===== config.mk =====
export PLATFORM = sky130hd
export DESIGN_NAME = clk_en_sched
export DESIGN_NICKNAME = d
export VERILOG_FILES = /design/src/rtl/clk_en_sched_pkg.sv /design/src/rtl/clk_en_chan.sv /design/src/rtl/clk_en_sched.sv
export SDC_FILE = /design/constraint.sdc
export NUM_CORES = 1
export LEC_CHECK = 0
export BUFFER_PORTS_ARGS = -buffer_cell sky130_fd_sc_hd__buf_2
export CAP_MARGIN = 20
export CORE_ASPECT_RATIO = 2
export CORE_MARGIN = 1.5
export CORE_UTILIZATION = 25
export CTS_CLUSTER_DIAMETER = 120
export DETAILED_ROUTE_END_ITERATION = 8
export PLACE_DENSITY = 0.42
export RECOVER_POWER = 25
export SLEW_MARGIN = 20
export SYNTH_ARGS = -nofsm -noshare
export SYNTH_HDL_FRONTEND = slang
export SYNTH_SLANG_ARGS = --single-unit

===== constraint.sdc =====
create_clock -name CLK -period 4.9 [get_ports CLK]
set_input_delay 0.49 -clock CLK [delete_from_list [all_inputs] [get_ports CLK]]
set_output_delay 0.49 -clock CLK [all_outputs]
set_load 0.05 [all_outputs]

===== src/rtl/clk_en_sched_pkg.sv =====
// Shared types and defaults for the clock-enable scheduler.
package clk_en_sched_pkg;
  localparam int DIV_W_DEF = 16;

  typedef enum logic [1:0] {
    IDLE  = 2'd0,
    SYNC  = 2'd1,
    RUN   = 2'd2,
    DRAIN = 2'd3
  } state_e;
endpackage


===== src/rtl/clk_en_chan.sv =====
// One scheduler channel: down-counter, active/shadow divisor, adopt flag, drain-done flag.
module clk_en_chan
  import clk_en_sched_pkg::*;
#(
  parameter int DIV_W = DIV_W_DEF
) (
  input  logic             clk,
  input  logic             rst_n,
  input  logic             load,      // SYNC: preload counter for RUN entry
  input  logic             run,
  input  logic             drain,
  input  logic             cfg_now,   // IDLE/SYNC: config applies immediately
  input  logic             cfg_load,
  input  logic [DIV_W-1:0] div_in,
  output logic             ce,
  output logic             pend,
  output logic             drained
);
  localparam logic [DIV_W-1:0] ONE = 1;

  logic [DIV_W-1:0] div_q, div_d, sh_q, sh_d, cnt_q, cnt_d;
  logic             pend_q, pend_d, dd_q, dd_d, ce_q, ce_d;

  // Reload value; a divisor of 0 behaves as 1.
  function automatic logic [DIV_W-1:0] reload_of(input logic [DIV_W-1:0] d);
    return (d == '0) ? '0 : d - ONE;
  endfunction

  always_comb begin
    div_d  = div_q;
    sh_d   = sh_q;
    cnt_d  = cnt_q;
    pend_d = pend_q;
    dd_d   = dd_q;
    ce_d   = 1'b0;
    if (cfg_load && cfg_now) begin
      div_d  = div_in;
      sh_d   = div_in;
      pend_d = 1'b0;
    end
    if (load) begin
      dd_d  = 1'b0;
      cnt_d = reload_of(div_d);
      ce_d  = (cnt_d == '0);
    end else if (run) begin
      if (cnt_q == '0) begin
        if (pend_q) begin
          div_d  = sh_q;
          pend_d = 1'b0;
        end
        cnt_d = reload_of(div_d);
      end else begin
        cnt_d = cnt_q - ONE;
      end
      // A fresh load overrides any adoption this cycle and restarts tracking.
      if (cfg_load) begin
        sh_d   = div_in;
        pend_d = 1'b1;
      end
      ce_d = (cnt_d == '0);
    end else if (drain) begin
      pend_d = 1'b0;
      if (!dd_q) begin
        if (cnt_q == '0) begin
          dd_d = 1'b1;
        end else begin
          cnt_d = cnt_q - ONE;
          ce_d  = (cnt_d == '0);
        end
      end
    end
  end

  always_ff @(posedge clk or negedge rst_n) begin
    if (!rst_n) begin
      div_q  <= ONE;
      sh_q   <= ONE;
      cnt_q  <= '0;
      pend_q <= 1'b0;
      dd_q   <= 1'b0;
      ce_q   <= 1'b0;
    end else begin
      div_q  <= div_d;
      sh_q   <= sh_d;
      cnt_q  <= cnt_d;
      pend_q <= pend_d;
      dd_q   <= dd_d;
      ce_q   <= ce_d;
    end
  end

  assign ce      = ce_q;
  assign pend    = pend_q;
  // The drain tick is the cycle the counter sits at 0 in DRAIN; after it the counter holds 0.
  assign drained = drain && (cnt_q == '0);
endmodule


===== src/rtl/clk_en_sched.sv =====
// Two-channel clock-enable scheduler with shadowed divisors and a drain-on-stop FSM.
module clk_en_sched
  import clk_en_sched_pkg::*;
#(
  parameter int DIV_W = DIV_W_DEF
) (
  input  logic             CLK,
  input  logic             RESETN,
  input  logic             START,
  input  logic             STOP,
  input  logic [DIV_W-1:0] DIV0,
  input  logic [DIV_W-1:0] DIV1,
  input  logic             CFG_LOAD,
  output logic             CE0,
  output logic             CE1,
  output logic             CFG_ACK,
  output logic             DONE,
  output logic [1:0]       STATE
);
  state_e state_q, state_d;
  logic   ack_q, ack_d, done_q, done_d, trk_q, trk_d;
  logic   pend0, pend1, drn0, drn1;
  logic   load, run, drain, cfg_now;

  assign load    = (state_q == SYNC);
  assign run     = (state_q == RUN);
  assign drain   = (state_q == DRAIN);
  assign cfg_now = (state_q == IDLE) || (state_q == SYNC);

  clk_en_chan #(.DIV_W(DIV_W)) u_chan0 (
    .clk(CLK), .rst_n(RESETN), .load(load), .run(run), .drain(drain),
    .cfg_now(cfg_now), .cfg_load(CFG_LOAD), .div_in(DIV0),
    .ce(CE0), .pend(pend0), .drained(drn0)
  );

  clk_en_chan #(.DIV_W(DIV_W)) u_chan1 (
    .clk(CLK), .rst_n(RESETN), .load(load), .run(run), .drain(drain),
    .cfg_now(cfg_now), .cfg_load(CFG_LOAD), .div_in(DIV1),
    .ce(CE1), .pend(pend1), .drained(drn1)
  );

  always_comb begin
    state_d = state_q;
    done_d  = 1'b0;
    ack_d   = 1'b0;
    trk_d   = trk_q;
    case (state_q)
      IDLE:  if (START && !STOP) state_d = SYNC;
      SYNC:  state_d = RUN;
      RUN:   if (STOP) state_d = DRAIN;
      DRAIN: if (drn0 && drn1) begin
        state_d = IDLE;
        done_d  = 1'b1;
      end
      default: state_d = IDLE;
    endcase
    // Ack once a tracked config has been adopted by both channels.
    if (drain) begin
      trk_d = 1'b0;
    end else if (CFG_LOAD) begin
      trk_d = 1'b1;
    end else if (trk_q && !pend0 && !pend1) begin
      ack_d = 1'b1;
      trk_d = 1'b0;
    end
  end

  always_ff @(posedge CLK or negedge RESETN) begin
    if (!RESETN) begin
      state_q <= IDLE;
      ack_q   <= 1'b0;
      done_q  <= 1'b0;
      trk_q   <= 1'b0;
    end else begin
      state_q <= state_d;
      ack_q   <= ack_d;
      done_q  <= done_d;
      trk_q   <= trk_d;
    end
  end

  assign CFG_ACK = ack_q;
  assign DONE    = done_q;
  assign STATE   = state_q;
endmodule

# Word level (Yosys, flattened, before mapping)
# Cells that the tools add are included.
[totals] rom_bits=0 ff_bits=107 output_inout_bits=6 elab_cells=154 inputBits=37 mem_bits_rw=0 latch_bits=0 mem_count=0
[classes] shift=0 order_cmp=0 multipliers=0 addsub=6 div=0 n_eq_ne=11 bitwise_logic=0 n_mux=90 reduce_logical=31
[ops] op="16-bit 2-to-1 mux" count=44
[ops] op="16-bit logical NOT" count=12
[ops] op="16-bit by 1-bit subtractor with 16-bit output (second input constant)" count=6
[ops] op="1-bit 2-to-1 mux" count=42
[ops] op="3-bit inequality test (second input constant)" count=4
[ops] op="3-bit AND reduction" count=3
[ops] op="2-bit case mux with 4 select lines" count=1
[ops] op="1-bit logical AND" count=7
[ops] op="2-bit 2-to-1 mux" count=3
[ops] op="2-bit inequality test (second input constant)" count=3
[ops] op="3-bit nonzero test" count=2
[ops] op="2-bit == test (second input constant)" count=2
[ops] op="1-bit logical NOT" count=3
[ops] op="2-bit by 1-bit == test with 1-bit output (second input constant)" count=1
[ops] op="2-bit logical NOT" count=1
[ops] op="2-bit by 1-bit inequality test with 1-bit output (second input constant)" count=1
[ops] op="2-bit AND reduction" count=1
[ops] op="2-bit nonzero test" count=1
[ops] op="1-bit logical OR" count=1

# Longest topological paths before layout
[logic_depth] depth_word=16 depth_mapped=19 depth_no_buf=15

# Cells and area by module
# From an unflattened synthesis, not the netlist that was laid out.
[unflattened] cells_unflattened=981 hier_area_um2=9246.4
[by_module_without_submodules] mod="clk_en_chan" cells_per_inst=477 seq_area_each_um2=1278.7 n_inst=2 area_each_um2=4464.3
[by_module_without_submodules] mod="clk_en_sched" cells_per_inst=27 seq_area_each_um2=125.1 n_inst=1 area_each_um2=317.8

# Least setup slack after synthesis
# No wires, ideal clock.
[synth_path] path_type="register to register" from="register state_q[0] (netlist: STATE[0])" to="register u_chan0.ce_q (netlist: u_chan0.ce)" stages_incl_launch_ff=16 arrival_time_ps=4279 required_ps=4835 setup_slack_ps=556 setup_time_ps=65 cell_sequence="dfrtp_1 > inv_1 > ha_1 > o21a_2 > buf_6 > mux2i_1 > o21a_1 > ha_1 > inv_1 > o32ai_2 > nand4_2 > xor2_1 > or4_1 > or4b_1 > a311oi_1 > a211o_1"
[synth_via] elab_chain_cells=16
[synth_lines] element="start: declaration" line_no="clk_en_sched.sv:20" text="state_e state_q, state_d;"
[synth_lines] element="start signal: assignment" line_no="clk_en_sched.sv:75" text="state_q <= state_d;"
[synth_lines] element="2-bit by 1-bit == test with 1-bit output / 2-bit logical NOT (equally long branches)" line_no="clk_en_sched.sv:25, clk_en_sched.sv:28"
[synth_lines] element="1-bit logical OR" line_no="clk_en_sched.sv:28" text="assign cfg_now = (state_q == IDLE) || (state_q == SYNC);"
[synth_lines] element="1-bit logical AND" line_no="clk_en_chan.sv:36" text="if (cfg_load && cfg_now) begin"
[synth_lines] element="16-bit 2-to-1 mux" line_no="clk_en_chan.sv:36"
[synth_lines] element="16-bit 2-to-1 mux" line_no="clk_en_chan.sv:47" text="if (pend_q) begin"
[synth_lines] element="16-bit 2-to-1 mux" line_no="clk_en_chan.sv:46" text="if (cnt_q == '0) begin"
[synth_lines] element="16-bit 2-to-1 mux" line_no="clk_en_chan.sv:45" text="end else if (run) begin"
[synth_lines] element="16-bit 2-to-1 mux" line_no="clk_en_chan.sv:41" text="if (load) begin"
[synth_lines] element="16-bit by 1-bit subtractor with 16-bit output / 16-bit logical NOT (equally long branches)" line_no="clk_en_chan.sv:26" text="return (d == '0) ? '0 : d - ONE;"
[synth_lines] element="16-bit 2-to-1 mux" line_no="clk_en_chan.sv:26"
[synth_lines] element="16-bit 2-to-1 mux" line_no="clk_en_chan.sv:46"
[synth_lines] element="16-bit 2-to-1 mux" line_no="clk_en_chan.sv:45"
[synth_lines] element="16-bit 2-to-1 mux" line_no="clk_en_chan.sv:41"
[synth_lines] element="16-bit logical NOT" line_no="clk_en_chan.sv:60" text="ce_d = (cnt_d == '0);"
[synth_lines] element="1-bit 2-to-1 mux" line_no="clk_en_chan.sv:45"
[synth_lines] element="1-bit 2-to-1 mux (*)" line_no="clk_en_chan.sv:41"
[synth_lines] element="named net u_chan0.ce_d" line_no="clk_en_chan.sv:22" text="logic pend_q, pend_d, dd_q, dd_d, ce_q, ce_d;"
[synth_lines] element="end signal: assignment" line_no="clk_en_chan.sv:81" text="ce_q <= 1'b0;"
[synth_lines] element="end signal: assignment" line_no="clk_en_chan.sv:88" text="ce_q <= ce_d;"
[synth_lines] element="end: declaration" line_no="clk_en_chan.sv:22"
# The timed path passes the listed nets; every way through them passes the cells marked *. The select of a mux whose other input is x is not followed.
# A chain may end at the register's enable or synchronous reset.

# Worst setup path in the final report
# Ends and elaborated chain as after synthesis.

==> impl_metrics.yaml <==
run_status:
  status: "finished, violations left"
  violations: "max-capacitance violations, max-slew violations"
clocking:
  holdBufCountCts: 0
  cts_tree: "yes"
  cts.clk_slew.worst_paths_ns: 0.09
  cts_max_level: 3
  cts_buffers: 9
  cts-root-buf: "clkbuf_16"
  clock_sinks: 107
  worstSkewPairLatency_ns: 0.39
  post-cts-setup-buffers: 0
  clockBufferDepth: 2
  cts.repair.resized: 0
timing:
  fin_crit_ns: 4.32
  period_share_pct: 88.1
  finalSetupTns_ns: 0
  fmax_mhz: 232
  fin_ws_ns: 0.581
  finalSetupViolCount: 0
  hold_viol: 0
  maxSlewViolCount: 66
  rsz0062_at_grt: "false"
  relSlewSlack_pct: -41.0
  tightest_slew_ns: 2.11
  skew_ns: 0.0157
place:
  pre_cts_ws_ns: 0.627
  dp_hpwl_mm: 31.0
  port_buffers: 42
  place_congestion: 0.962
  placed_area_sq_um: 9550
routing:
  drc_errors: 0
  totalWireLength_mm: 38.6
  vias: 8302
  dr.pass1.iters: 8
  antenna_left: 0
  viasPerCell: 5.45
  wl_per_cell_microns: 25.4
  drt-initial-drc-count: 447
cells_and_area:
  final_nets: 1131
  layout-drive-gt1-share_pct: 16.6
  final_common_cell: "nor2_1"
  multi_input_area_sq_um: 5710
  final_cell_mix: "nor2_1 (126), dfrtp_1 (103), nand2_1 (91)"
  regArea_sq_um: 2680
  fillCellCount: 3748
  postLayoutCellArea_sq_um: 9830
  utilization_pct: 28.7
  area_growth_pct: 13.2
  num_antenna_cells: 0
setup_path:
  critPathCapture: "u_chan0.ce$_DFF_PN0_"
  cp_cell_sequence: "inv_1 -> ha_1 -> o21a_2 -> mux2i_1 -> buf_4 -> o21a_1 -> ha_1 -> inv_1 -> o32ai_2 -> nand4_2 -> xor2_1 -> or4_1 -> or4b_1 -> a311oi_1 -> a211o_1"
  cp.depth: 15
  cp_data_arrival_time_ns: 4.65
  crit_start: "STATE[0]$_DFFE_PN0P_"
  regToRegSetupSlack_ns: 0.58
  path_class: "reg2reg"
  crit_path_max_incr_delay_ns: 0.54
  critical-path-top-delay-family: "simple AND/OR/NAND/NOR gates"
  r2r_end: "u_chan0.ce$_DFF_PN0_"
  critical_path.endpoint_type: "register"
  cp_slowest_cell: "or4_1"
  reg2reg_depth: 15
  path_buf_inv: 3
  r2r-start: "STATE[0]$_DFFE_PN0P_"
  crit_fanout: 6
  start_kind: "register"
  required_ns: 5.23
power_and_ir_drop:
  pwr-share-seq_pct: 24.8
  p_per_area_nw_per_um2: 750
  p_switching_mw: 3.93
  peakVddDrop_uv: 326
  p_leak_nw: 3.89
  switching_share_pct: 53.3
  combPwrFrac_pct: 64.7
  p_int_mw: 3.44
  power_frac_clock_pct: 10.5
die:
  die_y_microns: 267
  die_area_sq_um: 35900
  core_area_sq_um: 34200
  initial_utilization_pct: 25.4
  fp-row-count: 96
  boundaryPins: 43
  fp.dieW_microns: 135
logic_synthesis:
  synth_cell_types: 88
  synth-seq-cells: 107
  syn-instance-count: 1041
  synth_edf_count: 0
  synthArstFlopShare_pct: 100
  ys_seq_area_share_pct: 30.9
  synth_flop_cell: "dfrtp_1"
  synthesis.area_sq_um: 8690
  syn_nets: 1094
  avgSynthCellArea_sq_um: 8.34
  synth-warning-count: 0
hold_path:
  min_path_type: "in2reg"
global_route:
  grt_max_degree: 46
  grt_pass1_wl_mm: 56.4
  antenna_found_initial: 0
  grt_overflow: 0
  track_usage_pct: 21.9
  grt_pass1_vias: 8783
flow_run:
  maxCapViolCount: 2
-- synth_stat cells (28+ instances only) --
master,instances,share of area (%)
mux2_2,53,6.9
mux2i_1,40,4.6
clkbuf_1,32,1.4
a21oi_1,65,3.7
xnor2_1,48,4.8
nor3_1,58,3.3
nor2_1,127,5.5
dfrtp_1,103,30
nand3_1,30,1.7
nand2_1,91,3.9
o21ai_0,46,2.7
xor2_1,28,2.8
-- power groups by stage --
| stage | Combinational [mW] | Sequential (mW) | Clock (mW) |
|---|---|---|---|
| 2_1_floorplan | 3.17 | 1.67 | 0 |
| 3_3_place_gp | 4.75 | 1.83 | 0 |
| 4_1_cts | 4.75 | 1.82 | 0.800 |
| 5_1_grt | 5.10 | 1.88 | 0.821 |
| 3_5_place_dp | 4.74 | 1.84 | 0 |
| 6_report | 4.77 | 1.83 | 0.776 |
-- final cells by class --
| class | count | share of cell area [%] |
|---|---|---|
| multi-input combinational | 854 | 58.1 |
| sequential | 107 | 27.3 |
| tap | 441 | 5.61 |
| timing repair buffer | 79 | 5.04 |
| clock buffer | 9 | 2.29 |
| inverter | 27 | 1.03 |
| clock inverter | 7 | 0.636 |
-- worst min path at each step --
stage / startpoint / slack (ns) / end / cells past startpoint
2_1_floorplan: RESETN / 0.19 / CFG_ACK$_DFF_PN0_ / 0
3_3_place_gp: register / 0.48 / register / 1
3_5_place_dp: RESETN / 0.49 / async pin / 1
4_1_cts: RESETN / 0.07 / CFG_ACK$_DFF_PN0_ / 1
5_1_grt: DIV1[4] / 0.37 / register / 2
6_report: DIV0[9] / 0.36 / register / 2
-- stage by stage --
step	hold slack, ns	std cells	power, mW
3_3_place_gp	0.480	1508	6.58
6_report	0.364	1524	7.37
2_1_floorplan	0.194	1041	4.83
3_5_place_dp	0.489	1508	6.57
4_1_cts	0.0706	1524	7.37
5_1_grt	0.373	1524	7.81
-- kinds of logic (layout without fill, tap and decap cells) --
family	count (synthesis)	in the layout	share of synthesized area [%]
adders and majority gates	16	16	2.30
and+or+nand+nor	414	414	23.4
buffers and inverters	80	122	3.86
xor gates and xnor gates	76	76	7.66
AOI/OAI and AO/OA	251	251	19.4
muxes	97	97	12.4
DFF	107	107	30.9
-- worst reg2reg max path, stage by stage (launching register included) --
cell and delay, ns:
dfrtp_1 0.45, inv_1 0.15, ha_1 0.45, o21a_2 0.24, mux2i_1 0.19, buf_4 0.16
o21a_1 0.14, ha_1 0.17, inv_1 0.07, o32ai_2 0.40, nand4_2 0.18, xor2_1 0.18
or4_1 0.54, or4b_1 0.51, a311oi_1 0.28, a211o_1 0.16
-- layer usage --
| layer | part of all wire, % | up-vias | GRT usage, % |
|---|---|---|---|
| li1 | - | 3897 | - |
| met1 | 31 | 4058 | 18.1 |
| met2 | 59 | 225 | 44.9 |
| met3 | 1.8 | 122 | 1.77 |
| met4 | 8.8 | 0 | 18.5 |
| met5 | 0 | - | 0 |
No activity file was read; power rests on OpenSTA's default activity.
